`config.mk`:
```
export PLATFORM = sky130hd
export DESIGN_NAME = bus_share_arbiter
export DESIGN_NICKNAME = d
export VERILOG_FILES = /design/src/rtl/bus_share_arbiter.sv
export SDC_FILE = /design/constraint.sdc
export NUM_CORES = 1
export LEC_CHECK = 0
export ABC_AREA = 1
export BUFFER_PORTS_ARGS = -buffer_cell sky130_fd_sc_hd__buf_4
export CAP_MARGIN = 5
export CELL_PAD_IN_SITES_DETAIL_PLACEMENT = 0
export CELL_PAD_IN_SITES_GLOBAL_PLACEMENT = 1
export CORE_MARGIN = 1
export CORE_UTILIZATION = 26
export CTS_CLUSTER_DIAMETER = 150
export CTS_CLUSTER_SIZE = 16
export DETAILED_ROUTE_END_ITERATION = 7
export HOLD_SLACK_MARGIN = 0.08
export PLACE_DENSITY = 0.73
export SYNTH_ARGS = -nofsm -noshare
export SYNTH_HDL_FRONTEND = slang
export SYNTH_SLANG_ARGS = --single-unit
export TNS_END_PERCENT = 50
```
`constraint.sdc`:
```
create_clock -name clk -period 1.8 [get_ports clk]
set_clock_uncertainty 0.2 [all_clocks]
set_input_delay 0.18 -clock clk [delete_from_list [all_inputs] [get_ports clk]]
set_output_delay 0.18 -clock clk [all_outputs]
set_load 0.02 [all_outputs]
```
`src/rtl/bus_share_arbiter.sv`:
```
// bus_share_arbiter
// Two-port, packet-granular round-robin arbiter feeding one registered 32-bit
// output stage. The grant is taken on the first accepted beat of a packet and
// held until the beat flagged last is accepted, so beats of different packets
// never interleave on the output.
//
// Ports
//   clk, rst_n               clock, asynchronous active-low reset
//   req{0,1}_valid/data/last requester beat (held stable until accepted)
//   req{0,1}_ready           beat accepted this cycle
//   out_valid/data/last      registered output beat
//   out_ready                consumer takes the output beat this cycle
//   mux_sel                  data mux select (0 = port 0, 1 = port 1)
//   busy                     a packet is in flight or the output stage is full
//   pkt_cnt{0,1}             saturating per-port packet counters
//
// Optional feature: define ARB_STATS_EN to add pkt_cnt0/pkt_cnt1.

module bus_share_arbiter #(
  parameter int unsigned WIDTH   = 32,
  parameter int unsigned STATS_W = 16
) (
  input  logic               clk,
  input  logic               rst_n,
  input  logic               req0_valid,
  input  logic [WIDTH-1:0]   req0_data,
  input  logic               req0_last,
  output logic               req0_ready,
  input  logic               req1_valid,
  input  logic [WIDTH-1:0]   req1_data,
  input  logic               req1_last,
  output logic               req1_ready,
  output logic               out_valid,
  output logic [WIDTH-1:0]   out_data,
  output logic               out_last,
  input  logic               out_ready,
  output logic               mux_sel,
  output logic               busy
`ifdef ARB_STATS_EN
  ,
  output logic [STATS_W-1:0] pkt_cnt0,
  output logic [STATS_W-1:0] pkt_cnt1
`endif
);

  typedef enum logic [1:0] {
    StIdle = 2'd0,
    StOwn0 = 2'd1,
    StOwn1 = 2'd2
  } state_e;

  state_e           r_state;
  state_e           w_state_next;
  logic             r_last_owner;
  logic             r_out_valid;
  logic [WIDTH-1:0] r_out_data;
  logic             r_out_last;

  logic             w_can_accept;
  logic             w_winner;
  logic             w_sel;
  logic             w_ready0;
  logic             w_ready1;
  logic             w_accept;
  logic [WIDTH-1:0] w_sel_data;
  logic             w_sel_last;

  // Output stage can take a beat when empty or being drained this cycle.
  assign w_can_accept = !r_out_valid || out_ready;

  // Idle tie-break: a lone requester wins; on a tie the port that did not
  // finish the previous packet wins.
  always_comb begin
    w_winner = 1'b0;
    if (req0_valid && !req1_valid) begin
      w_winner = 1'b0;
    end else if (req1_valid && !req0_valid) begin
      w_winner = 1'b1;
    end else if (req0_valid && req1_valid) begin
      w_winner = !r_last_owner;
    end
  end

  // FSM: state register
  always_ff @(posedge clk or negedge rst_n) begin
    if (!rst_n) begin
      r_state <= StIdle;
    end else begin
      r_state <= w_state_next;
    end
  end

  // FSM: output decode (mux select and readies)
  always_comb begin
    w_sel    = 1'b0;
    w_ready0 = 1'b0;
    w_ready1 = 1'b0;
    unique case (r_state)
      StIdle: begin
        w_sel = w_winner;
        if (req0_valid || req1_valid) begin
          if (w_winner) w_ready1 = w_can_accept;
          else          w_ready0 = w_can_accept;
        end
      end
      StOwn0: begin
        w_sel    = 1'b0;
        w_ready0 = w_can_accept;
      end
      StOwn1: begin
        w_sel    = 1'b1;
        w_ready1 = w_can_accept;
      end
      default: begin
        w_sel = 1'b0;
      end
    endcase
  end

  assign w_accept   = (w_ready0 && req0_valid) || (w_ready1 && req1_valid);
  assign w_sel_data = w_sel ? req1_data : req0_data;
  assign w_sel_last = w_sel ? req1_last : req0_last;

  // FSM: next-state
  always_comb begin
    w_state_next = r_state;
    unique case (r_state)
      StIdle: begin
        if (w_accept && !w_sel_last) w_state_next = w_sel ? StOwn1 : StOwn0;
      end
      StOwn0, StOwn1: begin
        if (w_accept && w_sel_last) w_state_next = StIdle;
      end
      default: begin
        w_state_next = StIdle;
      end
    endcase
  end

  // Round-robin history: updated when a packet completes.
  always_ff @(posedge clk or negedge rst_n) begin
    if (!rst_n) begin
      r_last_owner <= 1'b1;
    end else if (w_accept && w_sel_last) begin
      r_last_owner <= w_sel;
    end
  end

  // One-entry output stage; a load wins over a drain so throughput stays 1/cycle.
  always_ff @(posedge clk or negedge rst_n) begin
    if (!rst_n) begin
      r_out_valid <= 1'b0;
      r_out_data  <= '0;
      r_out_last  <= 1'b0;
    end else if (w_accept) begin
      r_out_valid <= 1'b1;
      r_out_data  <= w_sel_data;
      r_out_last  <= w_sel_last;
    end else if (out_ready) begin
      r_out_valid <= 1'b0;
    end
  end

  assign req0_ready = w_ready0;
  assign req1_ready = w_ready1;
  assign mux_sel    = w_sel;
  assign out_valid  = r_out_valid;
  assign out_data   = r_out_data;
  assign out_last   = r_out_last;
  assign busy       = (r_state != StIdle) || r_out_valid;

`ifdef ARB_STATS_EN
  logic [STATS_W-1:0] r_cnt0;
  logic [STATS_W-1:0] r_cnt1;
  logic [STATS_W-1:0] w_one;

  assign w_one = {{(STATS_W-1){1'b0}}, 1'b1};

  // Saturating packet counters, bumped on each accepted last beat.
  always_ff @(posedge clk or negedge rst_n) begin
    if (!rst_n) begin
      r_cnt0 <= '0;
      r_cnt1 <= '0;
    end else if (w_accept && w_sel_last) begin
      if (!w_sel && (r_cnt0 != '1)) r_cnt0 <= r_cnt0 + w_one;
      if (w_sel && (r_cnt1 != '1))  r_cnt1 <= r_cnt1 + w_one;
    end
  end

  assign pkt_cnt0 = r_cnt0;
  assign pkt_cnt1 = r_cnt1;
`endif

endmodule

```
==> results_dict.tcl <==
set metrics [dict create \
    worstMarginPinSlew_ns 0.493 \
    crit_slowest_cell "dfrtp_1" \
    crit_required_ns 1.42 \
    numPortBuffers 108 \
    ant_nets 0 \
    ir_worst_vdd_uv 635 \
    fin_tns_setup_ns -0.175 \
    setup_viol 6 \
    clock-sinks 37 \
    gp_congestion 0.763 \
    floorplan.initialDensity_pct 26.7 \
    cp_num_buf_inv 5 \
    cp_data_arrival_time_ns 1.49 \
    synth_compound_gate_area_share_pct 12.3 \
    yosysWarnings 0 \
    io_pins 109 \
    leakage_uw 0.00184 \
    ys_seq_elements 37 \
    drv_cap 0 \
    period_needed_ns 1.87 \
    rsz0062_at_grt "true" \
    cts_buffers 5 \
    fmax_mhz 536 \
    dieArea_um2 7290 \
    rows 30 \
    drc 0 \
    critPathKind "reg -> out" \
    finish.utilization_pct 56.6 \
    hold_violations 0 \
    hold_path_startpoint "req0_last" \
    clock_path_buffers 2 \
    cp_top_family "buffers and inverters" \
    violations "setup timing" \
    final_layout_size_suffix_gt1_share_pct 38.6 \
    path_cells "buf_6 > ha_2 > inv_2 > nand2_2 > buf_6 > buf_6 > buf_6" \
    slowest_delay_ns 0.41 \
    multi_input_area_um2 835 \
    worst_slack_ns -0.0670 \
    hpwl_um 3810 \
    max_slew_margin_pct 67.1 \
    grtUsageTotal_pct 17.4 \
    synth_top_family_by_area "simple AND/OR/NAND/NOR gates" \
    wl_per_cell_um 13.6 \
    wirelength_um 6890 \
    die_y_um 85.4 \
    antenna_cells 0 \
    cts_tree "built" \
    grt_pass1_vias 2209 \
    synth.distinct_cells 17 \
    antenna_found_initial 0 \
    clock_latency_ns 0.28 \
    synth_simple_gate_area_share_pct 27.3 \
    rr_startpoint "r_state[1]$_DFFE_PN0P_" \
    fill_cells 606 \
    dr.first_iter.drc_count 90 \
    core_um2 6760 \
    status "finished, violations left" \
    total_power_uw 6020 \
    crit_path_max_fanout 6 \
    dieWidth_um 85.4 \
    synth_area_um2 1810 \
    p_per_area_nw_per_um2 1570 \
    clk_pin_slew_ns 0.08 \
    synthXorXnorAreaFrac_pct 0 \
    ys_seq_area_share_pct 51.3 \
    synth_mux_area_share_pct 0 \
    end_kind "output port" \
    synthAdderAreaFrac_pct 2.08 \
    synthToLayoutAreaGrowth_pct 112 \
    viasPerCell 4.56 \
    grt_pass1_wl_um 10000 \
    dr.pass1.iters 4 \
    grt_max_degree 38 \
    synth_nets 303 \
    maxSlewViolCount 0 \
    vias 2304 \
    crit_path_frequent_cell "buf_6" \
    period_share_pct 104 \
    nets 499 \
    crit_start "r_state[1]$_DFFE_PN0P_" \
    layout.area.seq_um2 927 \
    grt-ovfl-total 0 \
    postSynthCellCount 229 \
    syn_area_per_cell_um2 7.89 \
    cts-root-buf "clkbuf_8" \
    min_path_type "in -> reg" \
    htree_levels 2 \
    worst_setup_path_start_kind "flip-flop" \
]
==> what timing repair did <==
item,4_1_cts,5_1_grt
hold buffers,68,0
setup buffers,6,2
setup endpoints to repair,38,39
gates cloned,0,5
hold endpoints to repair,70,0
gates resized for setup,18,15
pin swaps,4,9
==> area by class of cell <==
class / count / area share (%)
Timing Repair Buffer: 203 / 47.8
Sequential cell: 37 / 24.2
Multi-Input combinational cell: 167 / 21.8
Tap cell: 80 / 2.62
Clock buffer: 7 / 2.26
Inverter: 11 / 1.28
==> synthesized netlist by cell type <==
cell type,n,area share [%]
nand2_1,85,18
dfrtp_1,36,50
nor2_1,35,7.3
a31oi_1,32,11
inv_1,10,2.1
buf_2,8,2.2
nand3_1,6,1.7
buf_6,3,1.9
clkbuf_1,3,0.62
ha_1,3,2.1
o21ai_0,2,0.55
a21oi_1,1,0.28
dfstp_2,1,1.5
inv_2,1,0.21
nand2_2,1,0.35
o21a_1,1,0.42
or2_1,1,0.35
==> cells by family after synthesis <==
kind of cell / Yosys count
and+or+nand+nor: 128
AOI/OAI and AO/OA: 36
DFF: 37
adders and majority gates: 3
buffers and inverters: 25
==> worst register-to-register path, stage by stage, from the launching register on <==
cell	delay [ns]
dfrtp_1	0.41
buf_6	0.13
ha_2	0.16
inv_2	0.05
nand2_2	0.08
buf_6	0.15
inv_8	0.06
buf_4	0.14
buf_12	0.13
nand2_1	0.06
a31oi_1	0.18
==> where the power goes <==
| part | total (µW) | switching [µW] | internal, µW |
|---|---|---|---|
| clock | 594 | 290 | 304 |
| combinational | 3940 | 2090 | 1850 |
| sequential | 1490 | 224 | 1260 |
==> placed cells by master (no fill, tap or decap), types with 2 or more instances in the layout <==
cell | netlist | layout
dlygate4sd3_1 | 0 | 68
clkbuf_8 | 0 | 6
dfrtp_1 | 36 | 36
clkbuf_16 | 0 | 4
buf_12 | 0 | 3
nand2_1 | 85 | 78
o21ai_0 | 2 | 2
inv_2 | 1 | 4
nor2_1 | 35 | 33
a31oi_1 | 32 | 31
buf_4 | 0 | 121
buf_6 | 3 | 7
nand3_2 | 0 | 3
nand2_2 | 1 | 7
nand3_1 | 6 | 3
inv_1 | 10 | 6
==> routing by layer <==
| layer | track usage, % | vias to the layer above | share of wire, % |
|---|---|---|---|
| met3 | 3.99 | 6 | 5.1 |
| met2 | 32.3 | 75 | 52 |
| met5 | 0 | - | 0 |
| met1 | 20.6 | 1090 | 42 |
| met4 | 3.79 | 0 | 0.67 |
| li1 | - | 1133 | - |
==> through the flow <==
step / setup slack (ns) / std cells / hold WS, ns / instance area, µm²
CTS: -0.0433 / 498 / 0.140 / 3640
detailed placement: -0.0505 / 417 / -0.0136 / 2780
floorplan: 0.0231 / 229 / -0.316 / 1810
global route: -0.131 / 505 / 0.179 / 3820
global placement: 0.00202 / 417 / -0.0134 / 2780
finish: -0.0670 / 505 / 0.163 / 3820
==> flip-flops by register name, indices dropped and copies added (netlist names) <==
name and cells:
out_valid 1, out_data 32, r_last_owner 1, out_last 1
r_state 2
==> final timing paths <==
| kind | endpoint | slack (ns) | cells past startpoint |
|---|---|---|---|
| worst min register to register | out_last$_DFFE_PN0P_ | 0.30 | 1 |
| worst max register to register | out_data[28]$_DFFE_PN0P_ | -0.02 | 10 |
| min in group asynchronous | out_data[24]$_DFFE_PN0P_ | 0.20 | 2 |
| max in group asynchronous | r_last_owner$_DFFE_PN1P_ | 0.84 | 2 |
| worst max-delay path | mux_sel | -0.07 | 7 |
| worst min-delay path | r_last_owner$_DFFE_PN1P_ | 0.16 | 6 |
(Power assumes the default switching activity.)
